==> src/rtl/spi_tx_pkg.sv <==
// rtl/spi_tx_pkg.sv - shared types and constants for the SPI transmit arbiter
package spi_tx_pkg;

  localparam int BYTE_W          = 8;
  localparam int DEF_LEN_W       = 4;
  localparam int DEF_TIMEOUT_CYC = 1024;

  typedef enum logic [1:0] {
    ST_IDLE = 2'd0,
    ST_LOAD = 2'd1,
    ST_WAIT = 2'd2,
    ST_DONE = 2'd3
  } state_e;

  function automatic int wrap_inc(input int v, input int n);
    return (v + 1 >= n) ? 0 : v + 1;
  endfunction

endpackage

==> src/rtl/spi_tx_arbiter_rr_pick.sv <==
// rtl/spi_tx_arbiter_rr_pick.sv - combinational round-robin picker: first set
// request at or after ptr_i, with wrap; reusable by other arbiters.
module rr_pick #(
  parameter int N     = 2,
  parameter int IDX_W = (N > 1) ? $clog2(N) : 1
) (
  input  logic [N-1:0]     req_i,
  input  logic [IDX_W-1:0] ptr_i,
  output logic [N-1:0]     grant_o,
  output logic [IDX_W-1:0] idx_o,
  output logic             any_o
);

  // Scan farthest-to-nearest so the request closest to ptr_i is written last.
  always_comb begin
    grant_o = '0;
    idx_o   = '0;
    any_o   = 1'b0;
    for (int off = N - 1; off >= 0; off--) begin
      if (req_i[(int'(ptr_i) + off) % N]) begin
        grant_o                           = '0;
        grant_o[(int'(ptr_i) + off) % N]  = 1'b1;
        idx_o                             = IDX_W'((int'(ptr_i) + off) % N);
        any_o                             = 1'b1;
      end
    end
  end

endmodule

==> src/rtl/spi_tx_arbiter.sv <==
// rtl/spi_tx_arbiter.sv - round-robin arbiter feeding one SPI serializer byte by byte.
// Optional sent timeout enabled by macro SPI_TX_TIMEOUT_EN.
module spi_tx_arbiter
  import spi_tx_pkg::*;
#(
  parameter int NUM_REQ     = 2,
  parameter int LEN_W       = DEF_LEN_W,
  parameter int TIMEOUT_CYC = DEF_TIMEOUT_CYC
) (
  input  logic                      clk,
  input  logic                      rst,
  input  logic [NUM_REQ-1:0]        req,
  input  logic [NUM_REQ*LEN_W-1:0]  req_len,
  input  logic [NUM_REQ*BYTE_W-1:0] req_data,
  output logic [NUM_REQ-1:0]        grant,
  output logic [NUM_REQ-1:0]        byte_ack,
  output logic [NUM_REQ-1:0]        frame_done,
  output logic                      err,
  output logic                      busy,
  output logic                      spi_en,
  output logic [BYTE_W-1:0]         spi_data,
  input  logic                      spi_sent
);

  localparam int IDX_W = $clog2(NUM_REQ);

  if (NUM_REQ < 2 || NUM_REQ > 8 || TIMEOUT_CYC < 2) begin : g_bad_param
    $error("spi_tx_arbiter: NUM_REQ must be 2..8 and TIMEOUT_CYC at least 2");
  end

  state_e              state_q, state_d;
  logic [NUM_REQ-1:0]  grant_q, grant_d;
  logic [NUM_REQ-1:0]  ack_q, ack_d;
  logic [NUM_REQ-1:0]  done_q, done_d;
  logic [IDX_W-1:0]    gidx_q, gidx_d;
  logic [IDX_W-1:0]    rr_ptr_q, rr_ptr_d;
  logic [LEN_W-1:0]    cnt_q, cnt_d;
  logic [BYTE_W-1:0]   data_q, data_d;
  logic                en_q, en_d;
  logic                busy_q, busy_d;
  logic                sent_q;
  logic                sent_edge;

  logic [NUM_REQ-1:0]  pick_oh;
  logic [IDX_W-1:0]    pick_idx;
  logic                pick_any;

`ifdef SPI_TX_TIMEOUT_EN
  localparam int TW = $clog2(TIMEOUT_CYC);
  logic [TW-1:0]       wcnt_q, wcnt_d;
  logic                err_q, err_d;
`endif

  rr_pick #(
    .N     (NUM_REQ),
    .IDX_W (IDX_W)
  ) u_rr_pick (
    .req_i   (req),
    .ptr_i   (rr_ptr_q),
    .grant_o (pick_oh),
    .idx_o   (pick_idx),
    .any_o   (pick_any)
  );

  // A sent level that was already high when we started waiting is not an edge.
  assign sent_edge = spi_sent & ~sent_q;

  always_comb begin
    state_d  = state_q;
    grant_d  = grant_q;
    gidx_d   = gidx_q;
    rr_ptr_d = rr_ptr_q;
    cnt_d    = cnt_q;
    data_d   = data_q;
    en_d     = 1'b0;
    ack_d    = '0;
    done_d   = '0;
`ifdef SPI_TX_TIMEOUT_EN
    wcnt_d   = wcnt_q;
    err_d    = 1'b0;
`endif
    unique case (state_q)
      ST_IDLE: begin
        if (pick_any) begin
          grant_d  = pick_oh;
          gidx_d   = pick_idx;
          cnt_d    = req_len[int'(pick_idx)*LEN_W +: LEN_W];
          rr_ptr_d = IDX_W'(wrap_inc(int'(pick_idx), NUM_REQ));
          state_d  = ST_LOAD;
        end
      end
      ST_LOAD: begin
        data_d  = req_data[int'(gidx_q)*BYTE_W +: BYTE_W];
        en_d    = 1'b1;
        ack_d   = grant_q;
        state_d = ST_WAIT;
`ifdef SPI_TX_TIMEOUT_EN
        wcnt_d  = '0;
`endif
      end
      ST_WAIT: begin
        if (sent_edge) begin
          if (cnt_q == '0) begin
            state_d = ST_DONE;
          end else begin
            cnt_d   = cnt_q - LEN_W'(1);
            state_d = ST_LOAD;
          end
        end
`ifdef SPI_TX_TIMEOUT_EN
        else if (wcnt_q == TW'(TIMEOUT_CYC - 1)) begin
          err_d   = 1'b1;
          grant_d = '0;
          state_d = ST_IDLE;
        end else begin
          wcnt_d  = wcnt_q + TW'(1);
        end
`endif
      end
      ST_DONE: begin
        done_d  = grant_q;
        grant_d = '0;
        state_d = ST_IDLE;
      end
      default: state_d = ST_IDLE;
    endcase
    busy_d = (state_d != ST_IDLE);
  end

  always_ff @(posedge clk or negedge rst) begin
    if (!rst) begin
      state_q  <= ST_IDLE;
      grant_q  <= '0;
      gidx_q   <= '0;
      rr_ptr_q <= '0;
      cnt_q    <= '0;
      data_q   <= '0;
      en_q     <= 1'b0;
      ack_q    <= '0;
      done_q   <= '0;
      busy_q   <= 1'b0;
      sent_q   <= 1'b0;
    end else begin
      state_q  <= state_d;
      grant_q  <= grant_d;
      gidx_q   <= gidx_d;
      rr_ptr_q <= rr_ptr_d;
      cnt_q    <= cnt_d;
      data_q   <= data_d;
      en_q     <= en_d;
      ack_q    <= ack_d;
      done_q   <= done_d;
      busy_q   <= busy_d;
      sent_q   <= spi_sent;
    end
  end

`ifdef SPI_TX_TIMEOUT_EN
  always_ff @(posedge clk or negedge rst) begin
    if (!rst) begin
      wcnt_q <= '0;
      err_q  <= 1'b0;
    end else begin
      wcnt_q <= wcnt_d;
      err_q  <= err_d;
    end
  end

  assign err = err_q;
`else
  assign err = 1'b0;
`endif

  assign grant      = grant_q;
  assign byte_ack   = ack_q;
  assign frame_done = done_q;
  assign busy       = busy_q;
  assign spi_en     = en_q;
  assign spi_data   = data_q;

endmodule

==> config.mk <==
export PLATFORM = sky130hd
export DESIGN_NAME = spi_tx_arbiter
export DESIGN_NICKNAME = d
export VERILOG_FILES = /design/src/rtl/spi_tx_pkg.sv /design/src/rtl/spi_tx_arbiter_rr_pick.sv /design/src/rtl/spi_tx_arbiter.sv
export SDC_FILE = /design/constraint.sdc
export NUM_CORES = 1
export LEC_CHECK = 0
export ABC_AREA = 1
export BUFFER_PORTS_ARGS = -buffer_cell sky130_fd_sc_hd__buf_2
export CORE_MARGIN = 1.5
export CORE_UTILIZATION = 50
export DETAILED_ROUTE_END_ITERATION = 10
export PLACE_DENSITY = 0.81
export SYNTH_ARGS = -nofsm -noshare
export SYNTH_HDL_FRONTEND = slang
export SYNTH_SLANG_ARGS = --single-unit
==> constraint.sdc <==
create_clock -name clk -period 2.1 [get_ports clk]
set_input_delay 0.105 -clock clk [delete_from_list [all_inputs] [get_ports clk]]
set_output_delay 0.105 -clock clk [all_outputs]
set_load 0.01 [all_outputs]
==> impl_metrics.py <==
metrics = {
    "worst_setup_path": {
        "path_cells": "nor2_2 -> inv_2 -> nand2_1 -> o21ai_1",
        "critPathMaxFanout": 11,
        "critPathSlowestCell": "dfrtp_1",
        "cp.required_ps": 2310,
        "cpPeakStageDelay_ps": 450,
        "crit_buf_inv": 1,
        "crit_type": "reg2reg",
        "worstSetupEndpointType": "register",
        "cp_top_family": "simple AND/OR/NAND/NOR gates",
        "cp-start-kind": "register",
        "arrival_ps": 1480,
    },
    "logic_synthesis": {
        "synth_mux_area_share_pct": 0,
        "synthSimpleGateAreaFrac_pct": 27.7,
        "synth_top_family_by_area": "simple AND/OR/NAND/NOR gates",
        "synth_cell_types": 23,
        "synthTopCellsByArea": "dfrtp_1, nand2_1, o21ai_1",
        "synth-seq-area-share_pct": 50.8,
        "synth_xor_area_share_pct": 0.711,
        "synth_seq_cells": 25,
        "synth_adder_area_share_pct": 2.03,
        "synth.cell_area_um2": 1230,
        "synthCells": 147,
        "synth_top_area_share_pct": 50.8,
        "ys_warn_count": 0,
        "synth_area_per_cell_um2": 8.38,
        "synth_area_leader_cell": "dfrtp_1",
        "synth-compound-area-share_pct": 9.95,
        "synth_fp_nets": 178,
    },
    "timing": {
        "rsz0062_at_grt": "no",
        "hold_viol_final": 0,
        "setup_viol": 0,
        "finalSetupTns_ps": 0,
        "tightest_slew_ps": 616,
        "fmax_ghz": 0.789,
        "finClkSkew_ps": 6.87,
        "slew_viol_final": 0,
        "finalCriticalPeriod_ps": 1270,
        "max_slew_margin_pct": 58.9,
        "timing.final.ws_setup_ps": 833,
        "fin_crit_sh_pct": 60.3,
    },
    "clock_network": {
        "clk_latency_ps": 320,
        "cts-buffers-inserted": 3,
        "clkSlewWorstSetupHoldPaths_ps": 130,
        "h-tree-depth": 1,
        "cts_tree": "built",
        "clkSinkCount": 25,
        "post_cts_buffers": 0,
        "root_buffer": "clkbuf_4",
        "cts_max_path_buffers": 2,
    },
    "drt": {
        "routed_wl_um": 2380,
        "routed-via-count": 1098,
        "via_per_inst": 4.97,
        "wl_per_cell_um": 10.7,
        "first_pass_iters": 4,
        "drt-initial-drc-count": 17,
        "antenna_left": 0,
        "drcViolationCount": 0,
    },
    "layout": {
        "final_cell_mix": "buf_2, nand2_1, dfrtp_1, nor2_1, o21ai_1",
        "areaGrowthSynthToFinish_pct": 22.0,
        "final_common_cell": "buf_2",
        "final_util_pct": 66.1,
        "drive_above_1_share_pct": 32.6,
        "antenna_cells": 0,
        "final_cell_area_um2": 1500,
        "nets": 225,
    },
    "die": {
        "initial_core_util_pct": 54.2,
        "die-area_um2": 2770,
        "dieHeight_um": 52.6,
        "die_x_um": 52.6,
        "fp-row-count": 17,
        "ios": 46,
        "coreArea_um2": 2280,
    },
    "job": {
        "cap_viol_max_count": 0,
    },
    "place": {
        "dpl_cell_area_um2": 1460,
        "gp_congestion": 0.872,
        "pre_cts_slack_ps": 847,
        "dp_hpwl_um": 1930,
        "port_buffers": 44,
    },
    "global_route": {
        "gr-total-overflow": 0,
        "grt_pass1_wl_um": 3950,
        "grt_max_degree": 26,
        "first_global_vias": 991,
        "grt_usage_pct": 19.6,
        "antenna_found_initial": 0,
    },
    "pwr": {
        "leakage_nw": 0.848,
        "vdd_drop_max_mv": 0.869,
        "power_density_nw_per_um2": 1350,
        "total_power_mw": 2.03,
    },
    "status": {
        "status": "finished, final reports clean",
    },
    "min_path": {
        "min_path_type": "in2reg",
    },
}
[metal layers]
layer	vias to the layer above	GRT usage [%]	share of wire, %
li1	554	-	-
met1	519	21.2	40
met2	20	36.3	54
met3	5	6.57	4.6
met4	0	5.13	1.3
met5	-	0	0
[flip-flops by register name (all words and copies together), names as in the netlist]
register and cells:
spi_data 8, state_q 2, spi_en 1, cnt_q 4, busy 1, gidx_q 1, grant 2, sent_q 1
byte_ack 2, frame_done 2, rr_ptr_q 1
[Yosys cell counts]
cell type  count
a21oi_1        1
conb_1         1
nand2_1       35
nor2_2         2
nand2_2        2
nand2_4        2
inv_4          1
buf_2          1
xor2_1         1
dfrtp_1       25
inv_1         15
inv_2          3
nand3_4        1
nand3_2        1
nor2_1        16
ha_1           2
buf_4          2
o21ai_2        2
o22ai_2        1
o21ai_1       16
a21boi_1       1
nand3_1       15
buf_6          1
[worst reg2reg max path: stages, from the launching register on]
cell and delay (ps):
dfrtp_1 450, nor2_2 380, inv_2 180, nand2_1 90, o21ai_1 70
[power by group]
group | total, mW | internal, mW | switching (mW)
Sequential | 0.835 | 0.692 | 0.143
Combinational | 0.987 | 0.376 | 0.611
Clock | 0.209 | 0.0714 | 0.137
Total | 2.03 | 1.14 | 0.892
[per-stage QoR]
| step | instances | hold WS, ps |
|---|---|---|
| floorplan | 147 | -191 |
| global placement | 215 | 104 |
| detailed placement | 215 | 112 |
| CTS | 221 | 33.4 |
| global route | 221 | 24.5 |
| finish | 221 | 39.5 |
[worst paths after layout]
kind | from | to | slack (ps) | cells past startpoint
worst max-delay path | state_q[1]$_DFF_PN0_ | spi_data[5]$_DFFE_PN0P_ | 830 | 4
worst min-delay path | req_data[15] | spi_data[7]$_DFFE_PN0P_ | 40 | 3
worst max register to register | state_q[1]$_DFF_PN0_ | spi_data[5]$_DFFE_PN0P_ | 830 | 4
worst min register to register | spi_data[2]$_DFFE_PN0P_ | spi_data[2]$_DFFE_PN0P_ | 510 | 2
max in group asynchronous | rst | cnt_q[1]$_DFFE_PN0P_ | 1470 | 2
min in group asynchronous | rst | spi_data[6]$_DFFE_PN0P_ | 280 | 2
[cells by family after synthesis]
kind of cell,Yosys count
AND/OR/NAND/NOR,74
other,1
XOR/XNOR,1
AO/OA/AOI/OAI,21
buffers and inverters,23
flip-flops,25
adder cells (fa/ha/maj),2
[final cells by class]
type | instances | area, um2
Tap cell | 28 | 35.0
Clock inverter | 1 | 5.00
Timing Repair Buffer | 46 | 240
Multi-Input combinational cell | 99 | 502
Fill cell | 191 | 772
Clock buffer | 3 | 22.5
Sequential cell | 25 | 626
Inverter | 19 | 73.8
[timing repair]
item / CTS / global route
hold endpoints to repair: 26 / 0
gates resized for setup: 0 / 0
hold buffers: 2 / 0
No activity file was read; power rests on OpenSTA's default activity.
